[config.mk]
export PLATFORM = sky130hd
export DESIGN_NAME = alu_arbiter_flat
export DESIGN_NICKNAME = d
export VERILOG_FILES = /design/src/rtl/alu_arbiter_if.sv /design/src/rtl/alu_arbiter.sv /design/src/flat_wrapper.sv
export SDC_FILE = /design/constraint.sdc
export NUM_CORES = 1
export LEC_CHECK = 0
export BUFFER_PORTS_ARGS = -buffer_cell sky130_fd_sc_hd__buf_4
export CELL_PAD_IN_SITES_DETAIL_PLACEMENT = 0
export CELL_PAD_IN_SITES_GLOBAL_PLACEMENT = 1
export CORE_MARGIN = 8
export CORE_UTILIZATION = 33
export DETAILED_ROUTE_END_ITERATION = 10
export PLACE_DENSITY_LB_ADDON = 0.1
export SKIP_CTS_REPAIR_TIMING = 1
export SLEW_MARGIN = 20
export SYNTH_ARGS = -nofsm -noshare
export SYNTH_HDL_FRONTEND = slang
export SYNTH_SLANG_ARGS = --single-unit
[constraint.sdc]
create_clock -name clk -period 2.43 [get_ports clk]
set_input_delay 0.243 -clock clk [delete_from_list [all_inputs] [get_ports clk]]
set_output_delay 0.243 -clock clk [all_outputs]
set_load 0.05 [all_outputs]
[src/rtl/alu_arbiter_if.sv]
// alu_arbiter_if: request, response and ALU-drive bundle for alu_arbiter.
//
// Handshake semantics (both request and response channels): a transfer
// happens on a rising clock edge where valid and ready are both high.
// The source holds valid and its payload stable until that edge.
// The sink may drive ready combinationally from valid.
// A valid that has not yet been accepted is never withdrawn.
interface alu_arbiter_if;
    logic        req_valid_0;
    logic        req_valid_1;
    logic        req_ready_0;
    logic        req_ready_1;
    logic [4:0]  req_op_0;
    logic [4:0]  req_op_1;
    logic [31:0] req_x_0;
    logic [31:0] req_y_0;
    logic [31:0] req_x_1;
    logic [31:0] req_y_1;
    logic [4:0]  req_shamt_0;
    logic [4:0]  req_shamt_1;

    logic        rsp_valid_0;
    logic        rsp_valid_1;
    logic        rsp_ready_0;
    logic        rsp_ready_1;
    logic [31:0] rsp_res;
    logic        rsp_v;
    logic        rsp_c_out;
    logic        rsp_zero;
    logic        rsp_err;

    logic [4:0]  alu_opselect;
    logic [31:0] alu_x;
    logic [31:0] alu_y;
    logic [4:0]  alu_shamt;
    logic [31:0] alu_res;
    logic        alu_v;
    logic        alu_c_out;
    logic        alu_zero;

    // Arbiter side
    modport slave (
        input  req_valid_0, req_valid_1, req_op_0, req_op_1,
        input  req_x_0, req_y_0, req_x_1, req_y_1, req_shamt_0, req_shamt_1,
        output req_ready_0, req_ready_1,
        output rsp_valid_0, rsp_valid_1, rsp_res, rsp_v, rsp_c_out, rsp_zero, rsp_err,
        input  rsp_ready_0, rsp_ready_1,
        output alu_opselect, alu_x, alu_y, alu_shamt,
        input  alu_res, alu_v, alu_c_out, alu_zero
    );

    // Requester and ALU side
    modport master (
        output req_valid_0, req_valid_1, req_op_0, req_op_1,
        output req_x_0, req_y_0, req_x_1, req_y_1, req_shamt_0, req_shamt_1,
        input  req_ready_0, req_ready_1,
        input  rsp_valid_0, rsp_valid_1, rsp_res, rsp_v, rsp_c_out, rsp_zero, rsp_err,
        output rsp_ready_0, rsp_ready_1,
        input  alu_opselect, alu_x, alu_y, alu_shamt,
        output alu_res, alu_v, alu_c_out, alu_zero
    );
endinterface

[src/rtl/alu_arbiter.sv]
// alu_arbiter: two-port round-robin arbiter/sequencer for the shared ALU.
// One operation in flight at a time: IDLE (arbitrate) -> EXEC (ALU driven)
// -> RESP (hold result until the granted port consumes it).
// Opselect codes above 5'b10010 are never driven to the ALU.
// Instead they return an error response.
// Optional macro ALU_ARB_FIXED_PRIO_EN: port 0 always wins contention.
module alu_arbiter (
    input  logic             clk,
    input  logic             reset_n,
    alu_arbiter_if.slave     bus,
    output logic [1:0]       dbg_state,
    output logic             dbg_last_port
);
    typedef enum logic [1:0] {
        IDLE = 2'd0,
        EXEC = 2'd1,
        RESP = 2'd2
    } state_t;

    localparam logic [4:0] OP_MAX = 5'b10010;

    state_t      state;
    logic        last_port;
    logic        port;
    logic        err_q;

    logic        accept;
    logic        grant_1;
    logic [4:0]  win_op;
    logic [31:0] win_x;
    logic [31:0] win_y;
    logic [4:0]  win_shamt;
    logic        win_illegal;

    assign dbg_state     = state;
    assign dbg_last_port = last_port;

    // Pick the winner in IDLE and raise ready for that port only
    always_comb begin
        grant_1 = 1'b0;
`ifdef ALU_ARB_FIXED_PRIO_EN
        grant_1 = bus.req_valid_1 & ~bus.req_valid_0;
`else
        grant_1 = bus.req_valid_1 & (~bus.req_valid_0 | ~last_port);
`endif
        accept          = (state == IDLE) & (bus.req_valid_0 | bus.req_valid_1);
        bus.req_ready_0 = accept & ~grant_1;
        bus.req_ready_1 = accept & grant_1;
        win_op          = grant_1 ? bus.req_op_1    : bus.req_op_0;
        win_x           = grant_1 ? bus.req_x_1     : bus.req_x_0;
        win_y           = grant_1 ? bus.req_y_1     : bus.req_y_0;
        win_shamt       = grant_1 ? bus.req_shamt_1 : bus.req_shamt_0;
        win_illegal     = (win_op > OP_MAX);
    end

    // Sequencer: latch winner, drive ALU for one cycle, hold response
    always_ff @(posedge clk or negedge reset_n) begin
        if (!reset_n) begin
            state            <= IDLE;
            last_port        <= 1'b1;
            port             <= 1'b0;
            err_q            <= 1'b0;
            bus.alu_opselect <= 5'd0;
            bus.alu_x        <= 32'd0;
            bus.alu_y        <= 32'd0;
            bus.alu_shamt    <= 5'd0;
            bus.rsp_valid_0  <= 1'b0;
            bus.rsp_valid_1  <= 1'b0;
            bus.rsp_res      <= 32'd0;
            bus.rsp_v        <= 1'b0;
            bus.rsp_c_out    <= 1'b0;
            bus.rsp_zero     <= 1'b1;
            bus.rsp_err      <= 1'b0;
        end else begin
            case (state)
                IDLE: begin
                    if (accept) begin
                        port      <= grant_1;
                        last_port <= grant_1;
                        err_q     <= win_illegal;
                        // Illegal ops keep the ALU inputs quiet
                        bus.alu_opselect <= win_illegal ? 5'd0  : win_op;
                        bus.alu_x        <= win_illegal ? 32'd0 : win_x;
                        bus.alu_y        <= win_illegal ? 32'd0 : win_y;
                        bus.alu_shamt    <= win_illegal ? 5'd0  : win_shamt;
                        state            <= EXEC;
                    end
                end
                EXEC: begin
                    if (err_q) begin
                        bus.rsp_res   <= 32'd0;
                        bus.rsp_v     <= 1'b0;
                        bus.rsp_c_out <= 1'b0;
                        bus.rsp_zero  <= 1'b1;
                        bus.rsp_err   <= 1'b1;
                    end else begin
                        bus.rsp_res   <= bus.alu_res;
                        bus.rsp_v     <= bus.alu_v;
                        bus.rsp_c_out <= bus.alu_c_out;
                        bus.rsp_zero  <= bus.alu_zero;
                        bus.rsp_err   <= 1'b0;
                    end
                    bus.rsp_valid_0  <= ~port;
                    bus.rsp_valid_1  <= port;
                    bus.alu_opselect <= 5'd0;
                    bus.alu_x        <= 32'd0;
                    bus.alu_y        <= 32'd0;
                    bus.alu_shamt    <= 5'd0;
                    state            <= RESP;
                end
                RESP: begin
                    // Only the granted port's ready completes the response
                    if (port ? bus.rsp_ready_1 : bus.rsp_ready_0) begin
                        bus.rsp_valid_0 <= 1'b0;
                        bus.rsp_valid_1 <= 1'b0;
                        state           <= IDLE;
                    end
                end
                default: state <= IDLE;
            endcase
        end
    end
endmodule

[src/flat_wrapper.sv]
// flat-port wrapper written by rule: the top's interface ports become plain ports
module alu_arbiter_flat 
  (clk, reset_n, dbg_state, dbg_last_port, bus_req_valid_0, bus_req_valid_1, bus_req_op_0, bus_req_op_1, bus_req_x_0, bus_req_y_0, bus_req_x_1, bus_req_y_1, bus_req_shamt_0, bus_req_shamt_1, bus_req_ready_0, bus_req_ready_1, bus_rsp_valid_0, bus_rsp_valid_1, bus_rsp_res, bus_rsp_v, bus_rsp_c_out, bus_rsp_zero, bus_rsp_err, bus_rsp_ready_0, bus_rsp_ready_1, bus_alu_opselect, bus_alu_x, bus_alu_y, bus_alu_shamt, bus_alu_res, bus_alu_v, bus_alu_c_out, bus_alu_zero);
  alu_arbiter_if bus_i ();
  input  logic clk;
  input  logic reset_n;
  output logic [1:0] dbg_state;
  output logic dbg_last_port;
  input wire logic [$bits(bus_i.req_valid_0)-1:0] bus_req_valid_0;
  input wire logic [$bits(bus_i.req_valid_1)-1:0] bus_req_valid_1;
  input wire logic [$bits(bus_i.req_op_0)-1:0] bus_req_op_0;
  input wire logic [$bits(bus_i.req_op_1)-1:0] bus_req_op_1;
  input wire logic [$bits(bus_i.req_x_0)-1:0] bus_req_x_0;
  input wire logic [$bits(bus_i.req_y_0)-1:0] bus_req_y_0;
  input wire logic [$bits(bus_i.req_x_1)-1:0] bus_req_x_1;
  input wire logic [$bits(bus_i.req_y_1)-1:0] bus_req_y_1;
  input wire logic [$bits(bus_i.req_shamt_0)-1:0] bus_req_shamt_0;
  input wire logic [$bits(bus_i.req_shamt_1)-1:0] bus_req_shamt_1;
  output wire logic [$bits(bus_i.req_ready_0)-1:0] bus_req_ready_0;
  output wire logic [$bits(bus_i.req_ready_1)-1:0] bus_req_ready_1;
  output wire logic [$bits(bus_i.rsp_valid_0)-1:0] bus_rsp_valid_0;
  output wire logic [$bits(bus_i.rsp_valid_1)-1:0] bus_rsp_valid_1;
  output wire logic [$bits(bus_i.rsp_res)-1:0] bus_rsp_res;
  output wire logic [$bits(bus_i.rsp_v)-1:0] bus_rsp_v;
  output wire logic [$bits(bus_i.rsp_c_out)-1:0] bus_rsp_c_out;
  output wire logic [$bits(bus_i.rsp_zero)-1:0] bus_rsp_zero;
  output wire logic [$bits(bus_i.rsp_err)-1:0] bus_rsp_err;
  input wire logic [$bits(bus_i.rsp_ready_0)-1:0] bus_rsp_ready_0;
  input wire logic [$bits(bus_i.rsp_ready_1)-1:0] bus_rsp_ready_1;
  output wire logic [$bits(bus_i.alu_opselect)-1:0] bus_alu_opselect;
  output wire logic [$bits(bus_i.alu_x)-1:0] bus_alu_x;
  output wire logic [$bits(bus_i.alu_y)-1:0] bus_alu_y;
  output wire logic [$bits(bus_i.alu_shamt)-1:0] bus_alu_shamt;
  input wire logic [$bits(bus_i.alu_res)-1:0] bus_alu_res;
  input wire logic [$bits(bus_i.alu_v)-1:0] bus_alu_v;
  input wire logic [$bits(bus_i.alu_c_out)-1:0] bus_alu_c_out;
  input wire logic [$bits(bus_i.alu_zero)-1:0] bus_alu_zero;
  assign bus_i.req_valid_0 = bus_req_valid_0;
  assign bus_i.req_valid_1 = bus_req_valid_1;
  assign bus_i.req_op_0 = bus_req_op_0;
  assign bus_i.req_op_1 = bus_req_op_1;
  assign bus_i.req_x_0 = bus_req_x_0;
  assign bus_i.req_y_0 = bus_req_y_0;
  assign bus_i.req_x_1 = bus_req_x_1;
  assign bus_i.req_y_1 = bus_req_y_1;
  assign bus_i.req_shamt_0 = bus_req_shamt_0;
  assign bus_i.req_shamt_1 = bus_req_shamt_1;
  assign bus_req_ready_0 = bus_i.req_ready_0;
  assign bus_req_ready_1 = bus_i.req_ready_1;
  assign bus_rsp_valid_0 = bus_i.rsp_valid_0;
  assign bus_rsp_valid_1 = bus_i.rsp_valid_1;
  assign bus_rsp_res = bus_i.rsp_res;
  assign bus_rsp_v = bus_i.rsp_v;
  assign bus_rsp_c_out = bus_i.rsp_c_out;
  assign bus_rsp_zero = bus_i.rsp_zero;
  assign bus_rsp_err = bus_i.rsp_err;
  assign bus_i.rsp_ready_0 = bus_rsp_ready_0;
  assign bus_i.rsp_ready_1 = bus_rsp_ready_1;
  assign bus_alu_opselect = bus_i.alu_opselect;
  assign bus_alu_x = bus_i.alu_x;
  assign bus_alu_y = bus_i.alu_y;
  assign bus_alu_shamt = bus_i.alu_shamt;
  assign bus_i.alu_res = bus_alu_res;
  assign bus_i.alu_v = bus_alu_v;
  assign bus_i.alu_c_out = bus_alu_c_out;
  assign bus_i.alu_zero = bus_alu_zero;
  alu_arbiter u_core (.clk(clk), .reset_n(reset_n), .bus(bus_i), .dbg_state(dbg_state), .dbg_last_port(dbg_last_port));
endmodule
==> out/qor.txt <==
Maximum clock rate: 0.4637 GHz
First-pass DRT Iterations: 4
Crit path largest cell delay: 0.39 ns
H-tree levels: 4
Via density: 4.863
Detailed placement HPWL: 14360 µm
Hold Crit Depth: 3
RSZ-0062 raised after global routing: no
Slew HR: 40.82%
Worst setup margin: 0.2733 ns
Post-synth EDFFs: 0
Vias: 4936
Post-Synthesis Cells: 526
FF+latch area: 0.002930 mm²
Max-slew violations: 0
Final core occ: 53.33%
Count leader, synth: dfrtp_1
Sequential group share of total power: 27.4%
CTS sink count: 117
Run status: finished, final reports clean
Top cell type's share of synthesized area: 56.22%
Clk pwr share: 18.0%
DRC: 0
Final hold vios: 0
Post-synth cell types: 37
Startpoint Class: flop
Sequential area share after synthesis: 57.25%
1st-iter DRT viols: 238
Total CTS buffers: 17
Post-Route WL: 18510 µm
ANT cells: 0
Core area: 0.01520 mm²
Asr flop ratio synth: 100.0%
Tcrit/Tclk final: 88.75%
Launch point of the worst hold path: bus_alu_res[17]
Vias in the first global route: 5356
Gpl congestion: 0.8027
Critical path class: reg2out
Switching share of power: 49.47%
Met3 Resource Use GR: 9.650%
Average cell area after synthesis: 9.731 µm²
Max-cap violations: 0
Worst EP required: 2.19 ns
Area growth syn-to-layout: 58.40%
Worst-path clk slew: 0.05 ns
WHS Endpoint: u_core.bus.rsp_res[17]
Hold WC Path Type: in2reg
Psw: 6.138 mW
Die Width: 140.5 µm
Synth Register Bits: 117
R2r startpoint: u_core.dbg_last_port
Root Buffer: clkbuf_16
Top cells by count, synth: 115 x dfrtp_1, 112 x nand2_1, 105 x o21ai_0
Busiest layer in global routing: met2
Pwr Density: 1530 mW/mm²
Total GRT Usage: 18.58%
Area of the multi-input gates: 0.001978 mm²
P_leak: 3.993 nW
Clk_lat worst skew: 0.41 ns
Delay-heaviest family, CP: buffers and inverters
Syn_nets: 715
Crit path cell chain: a21boi_4, and2_2, buf_4, buf_4
Pre-CTS setup slack: 0.6333 ns
Top cells by area, synth: dfrtp_1 56%, o21ai_0 10%, a22oi_1 10%
Comb power frac: 54.7%
Biggest area consumer among synthesized cells: dfrtp_1
FP Rows: 45
Minimum clock period: 2.157 ns
Worst-margin pin slew: 0.8877 ns
Pin count of the biggest net entering global routing: 53
Wire per inst: 18.24 µm
TritonCTS clock tree: built
Setup violations, final: 0
Initial antenna violation count: 0
Top FF cell, synth: dfrtp_1
IO buf count: 305
Reg2reg setup slack: 0.68 ns
CP arrival: 1.91 ns
GRT Residual Overflow: 0
Die ar.: 0.01975 mm²
Clk_skew: 0.008442 ns
Crit path max-delay cell type: dfstp_2
Worst reg-to-reg path cell count: 5
Peak VDD IR: 0.6054 mV
Fraction of layout cells with a size suffix above 1: 42.32%
Pint: 6.270 mW
Worst-path fanout max: 38
Final ANT Viol Nets: 0
Setup TNS after final layout: 0 ns
Critical Path End Type: output pin
Clk buf depth: 2
Die H: 140.5 µm
# fillers: 1418
Yosys warnings: 0
Global-route wire length before repair: 28790 µm
Starting Density: 33.67%
Bufs and invs on worst path: 2
Final Net Count: 1006
Global routing met2 resource utilization: 32.07%
Grt met1 use: 19.86%
Most used cell, CP: buf_4
R2r endpoint: u_core.bus.alu_x[31]
IO Pins: 306
Mapped Area: 0.005119 mm²
metrics by stage:
| stage | area (µm²) | std cells | total power [mW] | hold WS (ns) |
|---|---|---|---|---|
| 6_report | 8108 | 1015 | 12.41 | 0.1053 |
| 5_1_grt | 8108 | 1015 | 13.11 | 0.09185 |
| 4_1_cts | 8098 | 1014 | 12.56 | -0.1123 |
| 3_5_place_dp | 7574 | 985 | 10.29 | 0.3278 |
| 3_3_place_gp | 7574 | 985 | 10.20 | 0.3139 |
| 2_1_floorplan | 5119 | 526 | 7.873 | -0.05259 |
worst min-delay path, cell delays in order:
cell	delay, ns
buf_4	0.11
nand2b_1	0.05
o21ai_0	0.06
cells in the final DEF (no fill, tap or decap), types with 2 or more instances in the layout:
| cell | n |
|---|---|
| buf_4 | 311 |
| dfrtp_1 | 115 |
| nand2_1 | 112 |
| o21ai_0 | 105 |
| a22oi_1 | 69 |
| nand2b_1 | 35 |
| clkbuf_16 | 17 |
| clkbuf_1 | 5 |
| nor2_1 | 4 |
| inv_1 | 4 |
| buf_12 | 4 |
| o21ai_1 | 3 |
| mux2i_1 | 3 |
| a21oi_1 | 3 |
| clkinv_2 | 3 |
| a31oi_1 | 2 |
| nand3_1 | 2 |
| o31ai_1 | 2 |
| nor2b_1 | 2 |
| mux2_2 | 2 |
| a21o_1 | 2 |
| clkbuf_8 | 2 |
| dfstp_2 | 2 |
cell families (layout without fill, tap and decap cells):
logic type	count (synthesis)	in the layout	synth area share [%]
mux	5	5	1.027
buf+inv	48	349	4.229
compound gates	194	194	23.37
flops	117	117	57.25
simple gates	162	162	14.13
area by class of cell:
type	count	share of cell area, %
clock inverters	5	0.6481
flip-flops and latches	117	36.14
clock buffers	24	5.818
multi-input cells	361	24.40
well taps	188	2.901
repair buffers	316	29.91
inverters	4	0.1852
flip-flops by register name (all words and copies together) (netlist names), 2 cells and up:
signal / cells
u_core.bus.alu_shamt: 5
u_core.bus.rsp_res: 32
u_core.bus.alu_y: 32
u_core.dbg_state: 2
u_core.bus.alu_opselect: 5
u_core.bus.alu_x: 32
worst max path at each step:
| stage | startpoint | to | depth (start not counted) |
|---|---|---|---|
| 3_3_place_gp | bus_req_valid_0 | u_core.bus.alu_y[13] | 5 |
| 5_1_grt | u_core.dbg_state[1] | bus_req_ready_0 | 4 |
| 6_report | u_core.dbg_last_port | bus_req_ready_1 | 4 |
| 4_1_cts | u_core.dbg_last_port | bus_req_ready_1 | 4 |
| 2_1_floorplan | u_core.dbg_last_port | u_core.bus.alu_x[0] | 6 |
| 3_5_place_dp | bus_req_valid_0 | u_core.bus.alu_y[13] | 5 |
power groups by stage:
stage               clock, mW  combinational, mW  sequential [mW]
detailed placement          0               6.87             3.42
finish                   2.23               6.78             3.39
floorplan                   0               1.65             6.22
CTS                      2.28               6.87             3.41
global route             2.38               7.21             3.53
global placement            0               6.80             3.39
per-layer routing:
layer,vias up,wire (µm)
li1,2417,-
met1,2334,7090
met2,179,9443
met3,6,1859
met4,0,120
met5,-,0
(Power assumes the default switching activity.)
